$ cat config.mk
export PLATFORM = sky130hd
export DESIGN_NAME = rx_stream_arbiter_flat
export DESIGN_NICKNAME = d
export VERILOG_FILES = /design/src/rtl/backend_pkg.sv /design/src/rtl/rx_stream_arbiter_if.sv /design/src/rtl/rr_pick.sv /design/src/rtl/rx_stream_arbiter.sv /design/src/flat_wrapper.sv
export SDC_FILE = /design/constraint.sdc
export NUM_CORES = 1
export LEC_CHECK = 0
export ABC_AREA = 1
export BUFFER_PORTS_ARGS = -buffer_cell sky130_fd_sc_hd__buf_2
export CAP_MARGIN = 10
export CELL_PAD_IN_SITES_DETAIL_PLACEMENT = 1
export CELL_PAD_IN_SITES_GLOBAL_PLACEMENT = 2
export CORE_AREA = 2 2 253 255
export CTS_BUF_LIST = sky130_fd_sc_hd__clkbuf_4
export DETAILED_ROUTE_END_ITERATION = 10
export DIE_AREA = 0 0 255 257
export GPL_TIMING_DRIVEN = 1
export PLACE_DENSITY_LB_ADDON = 0.1
export SLEW_MARGIN = 20
export SYNTH_ARGS = -nofsm -noshare
export SYNTH_HDL_FRONTEND = slang
export SYNTH_SLANG_ARGS = --single-unit
export TNS_END_PERCENT = 1
$ cat constraint.sdc
create_clock -name clk -period 12.2 [get_ports clk]
set_input_delay 1.22 -clock clk [delete_from_list [all_inputs] [get_ports clk]]
set_output_delay 1.22 -clock clk [all_outputs]
set_load 0.02 [all_outputs]
$ cat src/rtl/backend_pkg.sv
// Shared backend definitions: default module count and word width, the arbiter FSM
// state type, and the width helper for module-index fields.
// No logic and no ports; imported by the arbiter, its interface and rr_pick.
package backend_pkg;

  localparam int NMODULES = 4;
  localparam int LENGTH   = 128;

  typedef enum logic {
    IDLE  = 1'b0,
    GRANT = 1'b1
  } arb_state_t;

  // Width of an index into n requesters; a single requester still gets 1 bit.
  function automatic int idx_width(input int n);
    return (n > 1) ? $clog2(n) : 1;
  endfunction

endpackage

$ cat src/rtl/rx_stream_arbiter_if.sv
// Bundle of the arbiter's per-module FIFO read ports, enable mask and output word port.
// master: arbiter side (drives in_ready/out_*/busy); slave: FIFO/GPIO/ETH side.
// Latency and backpressure are defined by the arbiter, not by this bundle.
interface rx_stream_arbiter_if #(
  parameter int NMODULES = backend_pkg::NMODULES,
  parameter int LENGTH   = backend_pkg::LENGTH
);

  localparam int IDX_W = backend_pkg::idx_width(NMODULES);

  logic [NMODULES-1:0]        enable;
  logic [NMODULES-1:0]        in_valid;
  logic [NMODULES-1:0]        in_ready;
  logic [NMODULES*LENGTH-1:0] in_data;
  logic                       out_valid;
  logic                       out_ready;
  logic [LENGTH-1:0]          out_data;
  logic [IDX_W-1:0]           out_src;
  logic                       busy;

  modport master (
    input  enable, in_valid, in_data, out_ready,
    output in_ready, out_valid, out_data, out_src, busy
  );

  modport slave (
    output enable, in_valid, in_data, out_ready,
    input  in_ready, out_valid, out_data, out_src, busy
  );

endinterface

$ cat src/rtl/rr_pick.sv
// Rotating-priority encoder: first set req bit searching upward from last+1, wrapping.
// Purely combinational (zero latency); no handshake of its own.
// Ports: req[N] requests, last = previous winner, grant_idx = winner, any = some request set.
module rr_pick #(
  parameter int N = backend_pkg::NMODULES,
  localparam int IW = backend_pkg::idx_width(N)
) (
  input  logic [N-1:0]  req,
  input  logic [IW-1:0] last,
  output logic [IW-1:0] grant_idx,
  output logic          any
);

  import backend_pkg::*;

  logic          found;
  logic [IW-1:0] idx_v;

  always_comb begin
    grant_idx = last;
    any       = |req;
    found     = 1'b0;
    idx_v     = '0;
    // k == N revisits last itself, so a lone requester keeps winning.
    for (int k = 1; k <= N; k++) begin
      idx_v = IW'((int'(last) + k) % N);
      if (!found && req[idx_v]) begin
        grant_idx = idx_v;
        found     = 1'b1;
      end
    end
  end

endmodule

$ cat src/rtl/rx_stream_arbiter.sv
// Round-robin arbiter merging per-module FWFT RX FIFOs into one tagged word stream.
// Latency: word handshaken at edge N is on out_* after edge N; one bubble cycle per grant.
// Backpressure: out_ready low stalls the output register and drops in_ready; grant is held.
// Ports: clk, rst (async, active high), bus (master modport: enable, in_*, out_*, busy).
module rx_stream_arbiter #(
  parameter int NMODULES  = backend_pkg::NMODULES,
  parameter int LENGTH    = backend_pkg::LENGTH,
  parameter int MAX_BURST = 16
) (
  input  logic                clk,
  input  logic                rst,
  rx_stream_arbiter_if.master bus
);

  import backend_pkg::*;

  localparam int IDX_W = idx_width(NMODULES);
  localparam int CNT_W = $clog2(MAX_BURST + 1);

  localparam logic [IDX_W-1:0] LAST_INIT = IDX_W'(NMODULES - 1);
  localparam logic [CNT_W-1:0] CNT_LAST  = CNT_W'(MAX_BURST - 1);

  arb_state_t          state;
  logic [IDX_W-1:0]    grant;
  logic [IDX_W-1:0]    last_grant;
  logic [IDX_W-1:0]    pick_idx;
  logic                pick_any;
  logic [CNT_W-1:0]    burst_cnt;
  logic [NMODULES-1:0] req;
  logic                out_free;
  logic                grant_en;
  logic                grant_vld;
  logic                grant_rdy;
  logic                xfer;
  logic                release_now;
  logic [LENGTH-1:0]   grant_data;

  assign req = bus.in_valid & bus.enable;

  rr_pick #(.N(NMODULES)) u_pick (
    .req       (req),
    .last      (last_grant),
    .grant_idx (pick_idx),
    .any       (pick_any)
  );

  // Output register can take a word if empty or being drained this cycle.
  assign out_free   = ~bus.out_valid | bus.out_ready;
  assign grant_en   = bus.enable[grant];
  assign grant_vld  = bus.in_valid[grant];
  // Deliberately independent of in_valid: the FIFO read strobe must not loop back.
  assign grant_rdy  = (state == GRANT) & grant_en & out_free;
  assign xfer       = grant_rdy & grant_vld;
  assign grant_data = bus.in_data[int'(grant)*LENGTH +: LENGTH];

  // Leave GRANT on burst limit, requester running dry, or enable withdrawn.
  // Backpressure alone never releases (grant_rdy is low then).
  assign release_now = ~grant_en
                     | (xfer & (burst_cnt == CNT_LAST))
                     | (grant_rdy & ~grant_vld);

  always_comb begin
    bus.in_ready        = '0;
    bus.in_ready[grant] = grant_rdy;
  end

  always_ff @(posedge clk or posedge rst) begin
    if (rst) begin
      state         <= IDLE;
      grant         <= '0;
      last_grant    <= LAST_INIT;
      burst_cnt     <= '0;
      bus.busy      <= 1'b0;
      bus.out_valid <= 1'b0;
      bus.out_data  <= '0;
      bus.out_src   <= '0;
    end else begin
      if (xfer) begin
        bus.out_valid <= 1'b1;
        bus.out_data  <= grant_data;
        bus.out_src   <= grant;
      end else if (bus.out_ready) begin
        bus.out_valid <= 1'b0;
      end

      case (state)
        IDLE: begin
          if (pick_any) begin
            grant      <= pick_idx;
            last_grant <= pick_idx;
            burst_cnt  <= '0;
            state      <= GRANT;
            bus.busy   <= 1'b1;
          end
        end
        GRANT: begin
          if (xfer) begin
            burst_cnt <= burst_cnt + 1'b1;
          end
          if (release_now) begin
            state    <= IDLE;
            bus.busy <= 1'b0;
          end
        end
      endcase
    end
  end

endmodule

$ cat src/flat_wrapper.sv
// flat-port wrapper written by rule: the top's interface ports become plain ports
module rx_stream_arbiter_flat import backend_pkg::*;
#(
  parameter int NMODULES  = backend_pkg::NMODULES,
  parameter int LENGTH    = backend_pkg::LENGTH,
  parameter int MAX_BURST = 16
)
  (clk, rst, bus_enable, bus_in_valid, bus_in_data, bus_out_ready, bus_in_ready, bus_out_valid, bus_out_data, bus_out_src, bus_busy);
  rx_stream_arbiter_if #(.NMODULES(NMODULES), .LENGTH(LENGTH)) bus_i ();
  input  logic clk;
  input  logic rst;
  input wire logic [$bits(bus_i.enable)-1:0] bus_enable;
  input wire logic [$bits(bus_i.in_valid)-1:0] bus_in_valid;
  input wire logic [$bits(bus_i.in_data)-1:0] bus_in_data;
  input wire logic [$bits(bus_i.out_ready)-1:0] bus_out_ready;
  output wire logic [$bits(bus_i.in_ready)-1:0] bus_in_ready;
  output wire logic [$bits(bus_i.out_valid)-1:0] bus_out_valid;
  output wire logic [$bits(bus_i.out_data)-1:0] bus_out_data;
  output wire logic [$bits(bus_i.out_src)-1:0] bus_out_src;
  output wire logic [$bits(bus_i.busy)-1:0] bus_busy;
  assign bus_i.enable = bus_enable;
  assign bus_i.in_valid = bus_in_valid;
  assign bus_i.in_data = bus_in_data;
  assign bus_i.out_ready = bus_out_ready;
  assign bus_in_ready = bus_i.in_ready;
  assign bus_out_valid = bus_i.out_valid;
  assign bus_out_data = bus_i.out_data;
  assign bus_out_src = bus_i.out_src;
  assign bus_busy = bus_i.busy;
  rx_stream_arbiter #(.NMODULES(NMODULES), .LENGTH(LENGTH), .MAX_BURST(MAX_BURST)) u_core (.clk(clk), .rst(rst), .bus(bus_i));
endmodule
==> flow_metrics.env <==
export IMPL_grt_overflow_total=0
export IMPL_h_tree_depth=4
export IMPL_syn_area_mm2=0.00867
export IMPL_ios=659
export IMPL_avgSynthCellArea_um2=6.83
export IMPL_finalNetCount=2383
export IMPL_ys_ff_latch=142
export IMPL_gp_congestion=0.800
export IMPL_worst_pin_slew_ns=0.982
export IMPL_clkLatencyLatePin_ns=0.70
export IMPL_io_buffer_count=658
export IMPL_p_leak_uw=0.00674
export IMPL_yosys_area_top_type="dfrtp_1"
export IMPL_dieArea_mm2=0.0655
export IMPL_rsz0062_at_grt="false"
export IMPL_relSlewSlack=0.345
export IMPL_clk_path_buf_depth=2
export IMPL_hold_buffers=0
export IMPL_antenna_found_initial=11
export IMPL_globalRouteTotalUtil=0.165
export IMPL_core_area_mm2=0.0627
export IMPL_via_count=11300
export IMPL_cts_setup_buffers=0
export IMPL_synth_top_cell_area_share=0.404
export IMPL_rows=92
export IMPL_drv_slew=0
export IMPL_pre_cts_ws_ns=8.16
export IMPL_worstSetupStartpointType="register"
export IMPL_min_period_ns=4.62
export IMPL_die_h_um=257
export IMPL_layout_setup_ws_ns=7.58
export IMPL_wl_per_cell_um=20.2
export IMPL_drc=0
export IMPL_hold_path_class="reg2reg"
export IMPL_grt_pass1_wl_um=78900
export IMPL_drt_iter0_drc=578
export IMPL_hold_violations=0
export IMPL_fmax_ghz=0.217
export IMPL_cts_tree="done"
export IMPL_first_pass_iters=4
export IMPL_synthTopCellsByArea="dfrtp_1 (40%), nand2_1 (19%), nand3_1 (16%), a21oi_1 (7.5%), o21ai_1 (6.4%)"
export IMPL_final_common_cell="buf_2"
export IMPL_place_hpwl_um=42800
export IMPL_clock_sinks=142
export IMPL_worstPathRequired_ns=10.98
export IMPL_path_clk_slew_ns=0.13
export IMPL_cp_max_fo=51
export IMPL_grt_max_degree=116
export IMPL_critPathCaptureType="primary output"
export IMPL_synth_cells=1269
export IMPL_yosysWarnings=0
export IMPL_wirelength_um=55000
export IMPL_p_per_area_mw_per_mm2=238
export IMPL_ant_nets=0
export IMPL_setup_violations=0
export IMPL_drive_above_1_share=0.379
export IMPL_yosysSeqAreaShare=0.410
export IMPL_mostFrequentLayoutCells="buf_2 (658), nand2_1 (445), nand3_1 (274), dfrtp_1 (139), a21oi_1 (130)"
export IMPL_cts_root_buf="clkbuf_4"
export IMPL_grt_pass1_vias=11900
export IMPL_worstSetupPathType="reg2out"
export IMPL_setup_tns_ns=0
export IMPL_cts_buffers=17
export IMPL_synth_nets=1794
export IMPL_status="complete, no violations"
export IMPL_max_cap_violations=0
export IMPL_synth_cell_types=26
export IMPL_syn_to_final_growth_pct=49.0
export IMPL_cts_resized=0
export IMPL_start_util=0.138
export IMPL_viasPerCell=4.14
export IMPL_whs_ns=0.492
export IMPL_fin_skew_ns=0.0336
export IMPL_die_w_um=255
export IMPL_peakVddDrop_v=0.000127
export IMPL_arrival_ns=3.40
export IMPL_fin_crit_sh=0.378
worst paths after layout:
| check | to | cells after the start | slack [ns] | start |
|---|---|---|---|---|
| setup / recovery | bus_in_ready[2] | 8 | 7.58 | u_core.grant[0] |
| hold / removal | u_core.bus.out_data[29] | 2 | 0.49 | u_core.bus.out_data[29] |
| setup reg to reg | u_core.bus.out_data[41] | 9 | 8.28 | u_core.grant[0] |
| hold reg to reg | u_core.bus.out_data[29] | 2 | 0.49 | u_core.bus.out_data[29] |
| max in group asynchronous | u_core.bus.out_data[21] | 3 | 9.98 | rst |
| min in group asynchronous | u_core.bus.out_data[1] | 2 | 0.64 | rst |
Yosys cell counts, drive strengths merged:
cell	count
nand3	275
clkinv	1
a21oi	130
xor2	1
dfstp	2
o22ai	1
inv	13
clkbuf	28
nand2	445
a31oi	1
nor3	3
nor3b	1
buf	73
ha	2
o21ai	136
dfrtp	140
nor2	14
nand4	3
report_power, final:
part	leakage [uW]	switching, uW	internal (uW)	total [uW]
clock	0.000140	203	117	320
combinational	0.00478	1390	577	1970
sequential	0.00182	126	667	793
sequential cells by signal, summed over array words and instances, names as in the netlist:
| signal | cells |
|---|---|
| u_core.bus.busy | 1 |
| u_core.bus.out_src | 2 |
| u_core.burst_cnt | 5 |
| u_core.grant | 2 |
| u_core.bus.out_data | 128 |
| u_core.last_grant | 2 |
| u_core.state | 1 |
| u_core.bus.out_valid | 1 |
worst max-delay path, stage by stage (launching register included):
cell	delay, ns
dfrtp_4	0.77
nand2_1	0.20
inv_4	0.34
buf_4	0.57
nand2_1	0.13
nand4_2	0.17
nand2_1	0.14
nor3_1	0.15
buf_2	0.19
cell type report:
| type | count | area (um^2) |
|---|---|---|
| Fill cell | 7901 | 49800 |
| Multi-Input combinational cell | 1012 | 4550 |
| Sequential cell | 142 | 3560 |
| Timing Repair Buffer | 671 | 3400 |
| Tap cell | 846 | 1060 |
| Clock buffer | 17 | 128 |
| Clock inverter | 13 | 125 |
| Inverter | 14 | 62.6 |
| Antenna cell | 10 | 25.0 |
stage by stage:
| stage | power (uW) | area [um^2] | instances | utilization |
|---|---|---|---|---|
| global route | 3410 | 12900 | 2725 | 0.206 |
| global placement | 2840 | 12600 | 2685 | 0.201 |
| floorplan | 2040 | 8670 | 1269 | - |
| detailed placement | 2850 | 12600 | 2685 | 0.201 |
| CTS | 3200 | 12900 | 2715 | 0.205 |
| finish | 3080 | 12900 | 2725 | 0.206 |
kinds of logic after synthesis:
logic type | synth area share
and+or+nand+nor | 0.364
buffers and inverters | 0.0668
DFF | 0.410
adders and majority gates | 0.00289
xor gates and xnor gates | 0.00101
AOI/OAI and AO/OA | 0.155
metal layers:
metal | track usage | part of all wire | vias to the layer above
li1 | - | - | 5471
met1 | 0.179 | 0.39 | 5400
met2 | 0.302 | 0.52 | 358
met3 | 0.0508 | 0.068 | 54
met4 | 0.0531 | 0.022 | 8
met5 | 0 | 0.0010 | -
Note: power is estimated with default switching activity, not from simulation.
